<file path="src/rtl/rgb_pixel_packer.sv">
// Packs RGB565 pixel pairs into 32-bit words and buffers them, tagged SOP/EOP, toward an Avalon-ST sink.
// Latency: a word pushed into an empty FIFO is presented with ovalid one cycle later; output held while !iready.
// Backpressure: when the FIFO is full a word is dropped, ooverflow sticks, and the frame is abandoned until the next boundary.
// Optional macro PACKER_TEST_PATTERN_EN adds port itest (pixel data replaced by the pixel counter).

module packer_fifo #(
    parameter int W  = 34,
    parameter int AW = 2
) (
    input  logic          clk,
    input  logic          rst,
    input  logic          push_vld,
    input  logic [W-1:0]  push_dat,
    output logic          push_rdy,
    output logic          pop_vld,
    output logic [W-1:0]  pop_dat,
    input  logic          pop_rdy,
    output logic [AW:0]   fill
);
    localparam int DEPTH = 2 ** AW;
    localparam logic [AW:0] FULL = (AW + 1)'(DEPTH);

    logic [W-1:0]  mem [DEPTH];
    logic [AW-1:0] wr_ptr;
    logic [AW-1:0] rd_ptr;
    logic [AW:0]   count;
    logic          do_push;
    logic          do_pop;

    assign pop_vld  = (count != '0);
    // A pop in the same cycle frees the slot, so push at full still succeeds.
    assign push_rdy = (count != FULL) || pop_rdy;
    assign do_pop   = pop_vld && pop_rdy;
    assign do_push  = push_vld && push_rdy;
    assign pop_dat  = pop_vld ? mem[rd_ptr] : '0;
    assign fill     = count;

    always_ff @(posedge clk) begin
        if (do_push) begin
            mem[wr_ptr] <= push_dat;
        end
    end

    always_ff @(posedge clk) begin
        if (rst) begin
            wr_ptr <= '0;
            rd_ptr <= '0;
            count  <= '0;
        end else begin
            if (do_push) wr_ptr <= wr_ptr + 1'b1;
            if (do_pop)  rd_ptr <= rd_ptr + 1'b1;
            case ({do_push, do_pop})
                2'b10:   count <= count + 1'b1;
                2'b01:   count <= count - 1'b1;
                default: count <= count;
            endcase
        end
    end
endmodule

module rgb_pixel_packer #(
    parameter int LINE_WIDTH = 640,
    parameter int LINES      = 480,
    parameter int FIFO_AW    = 4
) (
    input  logic                iclk,
    input  logic                irst,
    input  logic                idval,
    input  logic [11:0]         ired,
    input  logic [11:0]         igreen,
    input  logic [11:0]         iblue,
    input  logic [31:0]         iframe,
`ifdef PACKER_TEST_PATTERN_EN
    input  logic                itest,
`endif
    output logic [31:0]         odata,
    output logic                ovalid,
    input  logic                iready,
    output logic                osop,
    output logic                oeop,
    output logic                ooverflow,
    output logic [FIFO_AW:0]    ofill
);
    localparam int NPIX = LINE_WIDTH * LINES;
    localparam int CW   = (NPIX > 1) ? $clog2(NPIX) : 1;
    localparam logic [CW-1:0] LAST = CW'(NPIX - 1);

    typedef enum logic [1:0] {WAIT_SOF, ACTIVE, DROP} state_t;

    state_t        state, state_n;
    logic [CW-1:0] cnt, cnt_n, idx;
    logic [15:0]   half, half_n, pix;
    logic          half_vld, half_vld_n;
    logic          ovf, ovf_n;
    logic [31:0]   frame_q;
    logic          bnd;
    logic          take;
    logic          push_vld;
    logic          push_rdy;
    logic [33:0]   push_dat;
    logic [33:0]   pop_dat;

    assign bnd  = (iframe != frame_q);
    // A pixel arriving with the boundary is pixel 0 of the new frame.
    assign idx  = bnd ? '0 : cnt;
    assign take = idval && (bnd || state == ACTIVE);

`ifdef PACKER_TEST_PATTERN_EN
    assign pix = itest ? 16'(idx) : {ired[11:7], igreen[11:6], iblue[11:7]};
`else
    assign pix = {ired[11:7], igreen[11:6], iblue[11:7]};
`endif

    assign push_vld = take && idx[0] && half_vld;
    assign push_dat = {(idx == CW'(1)), (idx == LAST), pix, half};

    always_comb begin
        state_n    = state;
        cnt_n      = cnt;
        half_n     = half;
        half_vld_n = half_vld;
        ovf_n      = ovf;
        if (bnd) begin
            state_n    = ACTIVE;
            cnt_n      = '0;
            half_vld_n = 1'b0;
        end
        if (take) begin
            cnt_n = idx + CW'(1);
            if (!idx[0]) begin
                half_n     = pix;
                half_vld_n = 1'b1;
            end
        end
        if (push_vld) begin
            half_vld_n = 1'b0;
            if (!push_rdy) begin
                ovf_n   = 1'b1;
                state_n = DROP;
            end else if (idx == LAST) begin
                state_n = WAIT_SOF;
                cnt_n   = '0;
            end
        end
    end

    always_ff @(posedge iclk) begin
        if (irst) begin
            state    <= WAIT_SOF;
            cnt      <= '0;
            half     <= '0;
            half_vld <= 1'b0;
            ovf      <= 1'b0;
            frame_q  <= iframe;
        end else begin
            state    <= state_n;
            cnt      <= cnt_n;
            half     <= half_n;
            half_vld <= half_vld_n;
            ovf      <= ovf_n;
            frame_q  <= iframe;
        end
    end

    packer_fifo #(.W(34), .AW(FIFO_AW)) u_fifo (
        .clk      (iclk),
        .rst      (irst),
        .push_vld (push_vld),
        .push_dat (push_dat),
        .push_rdy (push_rdy),
        .pop_vld  (ovalid),
        .pop_dat  (pop_dat),
        .pop_rdy  (iready),
        .fill     (ofill)
    );

    assign odata     = pop_dat[31:0];
    assign oeop      = pop_dat[32];
    assign osop      = pop_dat[33];
    assign ooverflow = ovf;
endmodule

</file>
<file path="config.mk">
export PLATFORM = sky130hd
export DESIGN_NAME = rgb_pixel_packer
export DESIGN_NICKNAME = d
export VERILOG_FILES = /design/src/rtl/rgb_pixel_packer.sv
export SDC_FILE = /design/constraint.sdc
export NUM_CORES = 1
export LEC_CHECK = 0
export CAP_MARGIN = 15
export CORE_MARGIN = 2
export CORE_UTILIZATION = 35
export CTS_BUF_LIST = sky130_fd_sc_hd__clkbuf_2 sky130_fd_sc_hd__clkbuf_4 sky130_fd_sc_hd__clkbuf_8
export DETAILED_ROUTE_END_ITERATION = 8
export GPL_ROUTABILITY_DRIVEN = 0
export PLACE_DENSITY = 0.56
export SYNTH_ARGS = -nofsm -noshare
export SYNTH_HDL_FRONTEND = slang
export SYNTH_SLANG_ARGS = --single-unit
</file>
<file path="constraint.sdc">
create_clock -name iclk -period 8.3 [get_ports iclk]
set_input_delay 2.49 -clock iclk [delete_from_list [all_inputs] [get_ports iclk]]
set_output_delay 2.49 -clock iclk [all_outputs]
set_load 0.005 [all_outputs]
</file>
# Word-level counts from Yosys, hierarchy flattened
# Memories as Yosys holds them, arrays and structs flattened. A register that Yosys moved wholly into a read port is not among the register bits.
# Index checks and enable logic that the tools add are counted.
# Widths: inputs -> output; s select.
[word_totals]
ramBits = 544
mem_count = 1
out_inout_bits = 41
ff_bits = 84
[memory_table]
columns = ["name", "words", "word_bits", "rd", "rd_clocked_by_memory_dff", "wr", "line_no", "source"]
rows = [
  ["u_fifo.mem", 16, 34, 1, 1, 1, "23", "logic [W-1:0] mem [DEPTH];"],
]
[classes]
reduce_logical = 12
muxes = 18
eq_ne = 7
add_sub_neg = 5
bitwise_logic = 2
[op_table]
columns = ["op", "n"]
rows = [
  ["$mux 19", 5],
  ["$mux 34", 1],
  ["$ne 32x32->1", 1],
  ["$add 19x1->19 const B", 1],
  ["$eq 19x1->1 const B", 1],
  ["$eq 19x19->1 const B", 1],
  ["$pmux 5 s2", 1],
  ["$add 4x1->4 const B", 2],
  ["$mux 2", 4],
  ["$mux 4", 2],
  ["$add 5x1->5 const B", 1],
  ["$logic_and 1x1->1", 5],
  ["$mux 1", 5],
  ["$ne 5x5->1 const B", 1],
  ["$reduce_bool 5->1", 1],
  ["$sub 5x1->5 const B", 1],
  ["$eq 2x1->1 const B", 2],
  ["$reduce_and 2->1", 2],
  ["$eq 2x2->1 const B", 1],
  ["$logic_or 1x1->1", 2],
  ["$not 1->1", 2],
  ["$reduce_bool 2->1", 1],
  ["$reduce_or 2->1", 1],
]

# Longest topological paths before layout
# Gate-level depths: netlist of the first run.
[depth]
ltp_word = 8
mapped_depth = 21

# Hierarchy
# From an unflattened synthesis of the first run, not the netlist that was laid out.
[hier_totals]
cells_unflattened = 1224
area_unflattened_um2 = 24324.6
[by_module_without_submodules]
columns = ["module", "seq_area_each_um2", "area_per_inst_um2", "instances", "cells_each"]
rows = [
  ["packer_fifo", 16676.0, 21613.2, 1, 954],
  ["rgb_pixel_packer", 1421.4, 2711.4, 1, 270],
]

# Worst setup path before layout of the first run
# No wires, ideal clock.
[synth_timing]
kind = "input-to-reg"
startpoint = "input iframe[14]"
endpoint = "memory u_fifo.mem[3][0] (enable)"
setup_ns = 0.467
n_path_buf = 1
cell_stages = 12
t_arrival_ns = 6.772
path_slack_ns = 1.060
path_cell_list = "xor2_1 nor4_1 nand4_1 nor2_1 clkbuf_1 nand2_1 inv_1 ha_1 nand2_1 nor2_2 nand2_1 nor3_1"
[synth_via]
elab_chain_len = 8
word_cells_on_any_way = 9
cone_classes = "1 x eq/ne; 3 x mux; 5 x reduce/logical"
[synth_lines]
columns = ["item", "line_no", "source"]
rows = [
  ["start, declared", "72", "input logic [31:0] iframe,"],
  ["$ne 32x32->1 (*)", "103", "assign bnd = (iframe != frame_q);"],
  ["$logic_or 1x1->1", "106", "assign take = idval && (bnd || state == ACTIVE);"],
  ["$logic_and 1x1->1", "106", ""],
  ["$logic_and 1x1->1 (*) (2 in a row)", "114", "assign push_vld = take && idx[0] && half_vld;"],
  ["$logic_and 1x1->1 (*)", "34", "assign do_push = push_vld && push_rdy;"],
  ["$mux 1 (*)", "39", "if (do_push) begin"],
  ["$mux 1 (implied by the code) (*)", "40", "mem[wr_ptr] <= push_dat;"],
  ["end, declared", "23", ""],
]
# Every way passes the cells marked *; elsewhere a longest branch is shown, timed or not.

==> impl_metrics.tcl, run 1 <==
set metrics [dict create \
    clk_pin_slew_ps 60 \
    cts.sinks 632 \
    rows 96 \
    synth_top_family_by_area "multiplexers" \
    worst_pin_slew_ps 1029 \
    synth_edf_count 544 \
    wl_per_cell_microns 23.00 \
    stdcell_count 2362 \
    end_kind "output port" \
    layout_commonest_cell "edfxtp_1" \
    vias 11760 \
    portBuffers 92 \
    yosys_warnings 0 \
    io_pins 113 \
    ant_nets 0 \
    outcome "finished clean" \
    drt_iter0_markers 942 \
    holdBufCountCts 0 \
    tritoncts "yes" \
    cap_violations 0 \
    post-synth-top-area-cell "edfxtp_1" \
    synthTopCellsByArea "edfxtp_1, mux4_2, dfxtp_1" \
    crit_top_cell "mux4_2" \
    syn_nets 1264 \
    fin_skew_ps 35.94 \
    die-area_sq_um 71310 \
    avgSynthCellArea_sq_um 20.54 \
    area_delta_synth_final_pct 18.27 \
    synth_cells 1179 \
    synth_xor_area_share_pct 1.953 \
    ys_seq_area_share_pct 74.73 \
    fmax_ghz 0.1529 \
    slowest_delay_ps 1020 \
    fin_crit_ps 6539 \
    synth_fa_ha_area_share_pct 0.6717 \
    grt_pass1_wl_microns 80140 \
    rsz0062_at_grt "false" \
    clk_latency_ps 700 \
    power.leakage_nw 8.763 \
    worst_ep_arrival_time_ps 4050 \
    drt-pass1-iter-count 4 \
    finalHoldViolCount 0 \
    setup_viol 0 \
    r2r_cells 20 \
    fp.coreArea_sq_um 68590 \
    drc 0 \
    drive_gt1_share_pct 27.32 \
    async_reset_ff_share_pct 0 \
    numCtsBuffers 102 \
    grt_pass1_vias 12600 \
    worstPathRequired_ps 5810 \
    yosysUniqueCellTypes 44 \
    dpl-instance-area_sq_um 26590 \
    slew_headroom_pct 31.38 \
    initial_core_util_pct 35.31 \
    final_cell_mix "edfxtp_1, mux4_2, clkbuf_8, clkdlybuf4s50_1, dfxtp_1" \
    p_per_area_nw_per_um2 217.1 \
    die_w_microns 267.0 \
    cts_root_buf "clkbuf_8" \
    synth-main-ff-cell "edfxtp_1" \
    min_path_type "reg2reg" \
    synth_compound_area_share_pct 0.9197 \
    hold-path-cell-count 2 \
    ctsResizeCount 0 \
    crit_chain "buf_4, mux4_2, mux4_2, and2_1, clkdlybuf4s50_1" \
    dp_cells 2174 \
    cts_setup_buffers 0 \
    muxShareOfSynthArea_pct 16.68 \
    synth_seq_cells 632 \
    fin_crit_sh_pct 78.79 \
    worstPathMaxFanout 45 \
    final_max_slew_viol_count 0 \
    vias_per_cell 4.979 \
    r2r_slack_ps 3870 \
    grt_max_degree 137 \
    fin_ws_ps 1761 \
    place_ws_ps 1152 \
    tns_ps 0 \
    ir_worst_vdd_mv 0.1261 \
    clockBufferDepth 3 \
    post-route-util_pct 41.76 \
    grtUsageTotal_pct 15.53 \
    finalNetCount 1432 \
    crit_slowest_cell "dfxtp_4" \
    dp_hpwl_microns 28530 \
    setup.worst_path.class "reg2out" \
    cts_max_level 3 \
    synth_top_area_share_pct 67.46 \
    gr-total-overflow 0 \
    antenna_cells 0 \
    die_y_microns 267.0 \
    finalInstanceArea_sq_um 28640 \
    crit_path_start_kind "flop" \
    netlist_area_sq_um 24220 \
    wirelength_microns 54330 \
    synthSimpleGateAreaFrac_pct 3.880 \
    antenna_found_initial 3 \
]
[layout make-up]
cell class                      count  area (sq um)
Clock inverter                     43         291.5
Tap cell                          931          1165
Sequential cell                   632         18110
Clock buffer                      145          1764
Multi-Input combinational cell    478          5948
Timing Repair Buffer              122          1321
Inverter                           11         41.29
Fill cell                        6044         39940
[worst max-delay path: cells and delay by family, from the launching register on]
kind / cells / cell delay, ps
buffers and inverters: 2 / 1030
DFF: 1 / 1020
muxes: 2 / 1070
and+or+nand+nor: 1 / 180
[where the power goes]
part | internal [W] | switching (W)
sequential | 0.00346 | 0.0000241
combinational | 0.0000342 | 0.0000422
clock | 0.00144 | 0.00122
[cell usage after synthesis, types with 7 or more instances]
library cell	instances
inv_1	10
nand4_1	10
nor3_1	7
a21oi_1	14
and2_1	37
edfxtp_1	544
nand2_1	24
dfxtp_1	88
ha_1	13
xnor2_1	8
nand3_1	7
xor2_1	46
nor2_1	62
mux2i_1	20
clkbuf_1	46
nor4_1	13
mux4_2	170
[cell families (layout without fill, tap and decap cells)]
logic type,count (synthesis),in the layout
AOI/OAI and AO/OA,36,36
adders and majority gates,13,13
buffers and inverters,69,321
DFF,632,632
xor gates and xnor gates,54,54
and+or+nand+nor,184,184
muxes,191,191
[metrics by stage]
stage	total power [W]	hold slack, ps
floorplan	0.003562	442.1
global placement	0.003621	441.3
detailed placement	0.003627	447.1
CTS	0.006301	456.9
global route	0.006435	473.6
finish	0.006217	453.9
[flip-flops by register name, indices dropped and copies added, names as in the netlist, named ones only]
register       cells
u_fifo.mem       544
frame_q           32
cnt               19
half              16
u_fifo.fill        5
u_fifo.rd_ptr      4
u_fifo.wr_ptr      4
state              2
half_vld           1
ooverflow          1
[metal layers]
layer	share of wire [%]	GRT usage [%]	up-vias
met5	0.015	0	-
met4	2.0	4.267	2
met1	43	20.19	6237
met2	50	26.27	286
li1	-	-	5136
met3	4.9	3.451	100
[final timing paths]
check / end / start
worst max-delay path: odata[5] / flop
worst min-delay path: ooverflow / ooverflow
worst max register to register: u_fifo.fill[4] / frame_q[14]
worst min register to register: ooverflow / ooverflow
Note: power is estimated with default switching activity, not from simulation.
==> run 2, diff against run 1 <==
clock period = 6.6 ns   (was 8.3 ns; I/O delays follow)
==> run 2 against run 1 <==
  * Worst hold slack better by 13 ps
  * Combinational power is 25% higher
  * Worst setup slack worse by 820 ps
  * Sequential share of layout area is 0.35 points lower
  * Flip-flop and latch count stayed put
  * Critical path depth stayed put
  * Critical path type unchanged
==> impl_metrics.tcl, run 2 (synthesized netlist as in run 1, its figures left out) <==
set metrics [dict create \
    outcome "finished clean" \
    cts.sinks 632 \
    grt_max_degree 55 \
    fin_skew_ps 34.96 \
    clk_pin_slew_ps 60 \
    die_w_microns 267.0 \
    fin_crit_sh_pct 85.75 \
    fin_ws_ps 940.4 \
    dr.max_layer_used "met4" \
    wirelength_met1_microns 24380 \
    finalHoldViolCount 0 \
    crit_top_cell "mux4_2" \
    rsz0062_at_grt "false" \
    portBuffers 92 \
    fmax_ghz 0.1767 \
    dp_cells 2183 \
    wirelength_microns 55110 \
    timing.hold.ws_ps 467.4 \
    hp-start "ooverflow" \
    drive_gt1_share_pct 28.24 \
    grtUsageTotal_pct 15.71 \
    finalNetCount 1442 \
    reg_top3 "u_fifo.mem x544, frame_q x32, cnt x19" \
    drt_iter0_markers 791 \
    antenna_found_initial 1 \
    cap_violations 0 \
    vias_per_cell 5.005 \
    clk_latency_ps 710 \
    worst_ep_arrival_time_ps 3680 \
    clockBufferDepth 3 \
    wl_met2_microns 27040 \
    final_cell_mix "edfxtp_1, mux4_2, clkbuf_8, clkdlybuf4s50_1, dfxtp_1" \
    vias 11890 \
    numCtsBuffers 103 \
    power.leakage_nw 8.833 \
    setup_viol 0 \
    ctsResizeCount 0 \
    wl_met3_microns 2697 \
    largest_reg_flops 544 \
    regMostFlops "u_fifo.mem" \
    crit_chain "buf_4, mux4_2, mux4_2, and2_1, clkdlybuf4s50_1" \
    critPathBufInv 2 \
    die-area_sq_um 71310 \
    worstPathRequired_ps 4620 \
    r2r-start "frame_q[24]" \
    antenna_cells 0 \
    die_y_microns 267.0 \
    setup.worst_path.class "reg2out" \
    final_max_slew_viol_count 0 \
    stdcell_count 2376 \
    crit_path_start_kind "flop" \
    tritoncts "yes" \
    worst_pin_slew_ps 1022 \
    holdBufCountCts 0 \
    worstPathMaxFanout 24 \
    io_pins 113 \
    min_path_type "reg2reg" \
    crit_slowest_cell "dfxtp_4" \
    drc 0 \
    area_delta_synth_final_pct 18.92 \
    wl_per_cell_microns 23.19 \
    place_ws_ps 571.3 \
    slowest_delay_ps 680 \
    cts_setup_buffers 0 \
    rows 96 \
    drt-pass1-iter-count 4 \
    gr-total-overflow 0 \
    grt_pass1_vias 12610 \
    path_delay_family "multiplexers" \
    grt_pass1_wl_microns 81460 \
    dp_hpwl_microns 29140 \
    p_per_area_nw_per_um2 274.3 \
    ir_worst_vdd_mv 0.1543 \
    post-route-util_pct 41.99 \
    tns_ps 0 \
    ant_nets 0 \
    cts_max_level 3 \
    fin_crit_ps 5660 \
    initial_core_util_pct 35.31 \
    layout_commonest_cell "edfxtp_1" \
    end_kind "output port" \
    slew_headroom_pct 31.90 \
    cts_root_buf "clkbuf_8" \
    fp.coreArea_sq_um 68590 \
]
-- run 2: changes by cell type in the layout (fill, tap and decap cells not counted), sizes merged --
cell,delta
buf,+9
clkbuf,+11
clkinvlp,-1
bufinv,-1
inv,+2
clkinv,-6
-- run 2: metrics by stage --
step	power, W	cell area (sq um)
3_5_place_dp	0.004562	26680
3_3_place_gp	0.004555	26680
6_report	0.007900	28800
2_1_floorplan	0.004480	24240
4_1_cts	0.008006	28800
5_1_grt	0.008191	28800
-- run 2: path summary, 6_finish.rpt --
kind,end,slack (ps),depth (start not counted)
max,odata[28],940,5
min,ooverflow,470,2
max reg2reg,u_fifo.fill[4],2710,19
min reg2reg,ooverflow,470,2
-- run 2: worst register-to-register path, cell delays in order, from the launching register on --
cell     delay, ps
dfxtp_1        310
xor2_1         150
nor4_1         380
nand4_1        320
nor2_1         260
nand2_1        100
inv_1          120
ha_1           210
nand2_1        110
nor2_2         160
inv_2           70
ha_1           200
xor2_1         150
ha_1           210
o21a_1         170
o22a_1         180
a21oi_1        170
xor2_1          90
or3_1          300
a21oi_1        140
-- run 2: layer usage --
| layer | GRT usage [%] | up-vias |
|---|---|---|
| li1 | - | 5167 |
| met1 | 21.05 | 6328 |
| met2 | 26.06 | 311 |
| met3 | 3.192 | 85 |
| met4 | 4.343 | 0 |
| met5 | 0 | - |
-- run 2: layout make-up --
class,instances,area (sq um)
Fill cell,5999,39790
Sequential cell,632,18110
Multi-Input combinational cell,478,5973
Clock buffer,156,1891
Timing Repair Buffer,131,1389
Tap cell,931,1165
Clock inverter,37,230.2
Inverter,11,41.29
-- run 2: where the power goes --
part | leakage (nW) | switching (W) | internal, W
sequential | 5.53 | 0.0000322 | 0.00435
clock | 1.13 | 0.00154 | 0.00188
combinational | 2.18 | 0.0000527 | 0.0000430
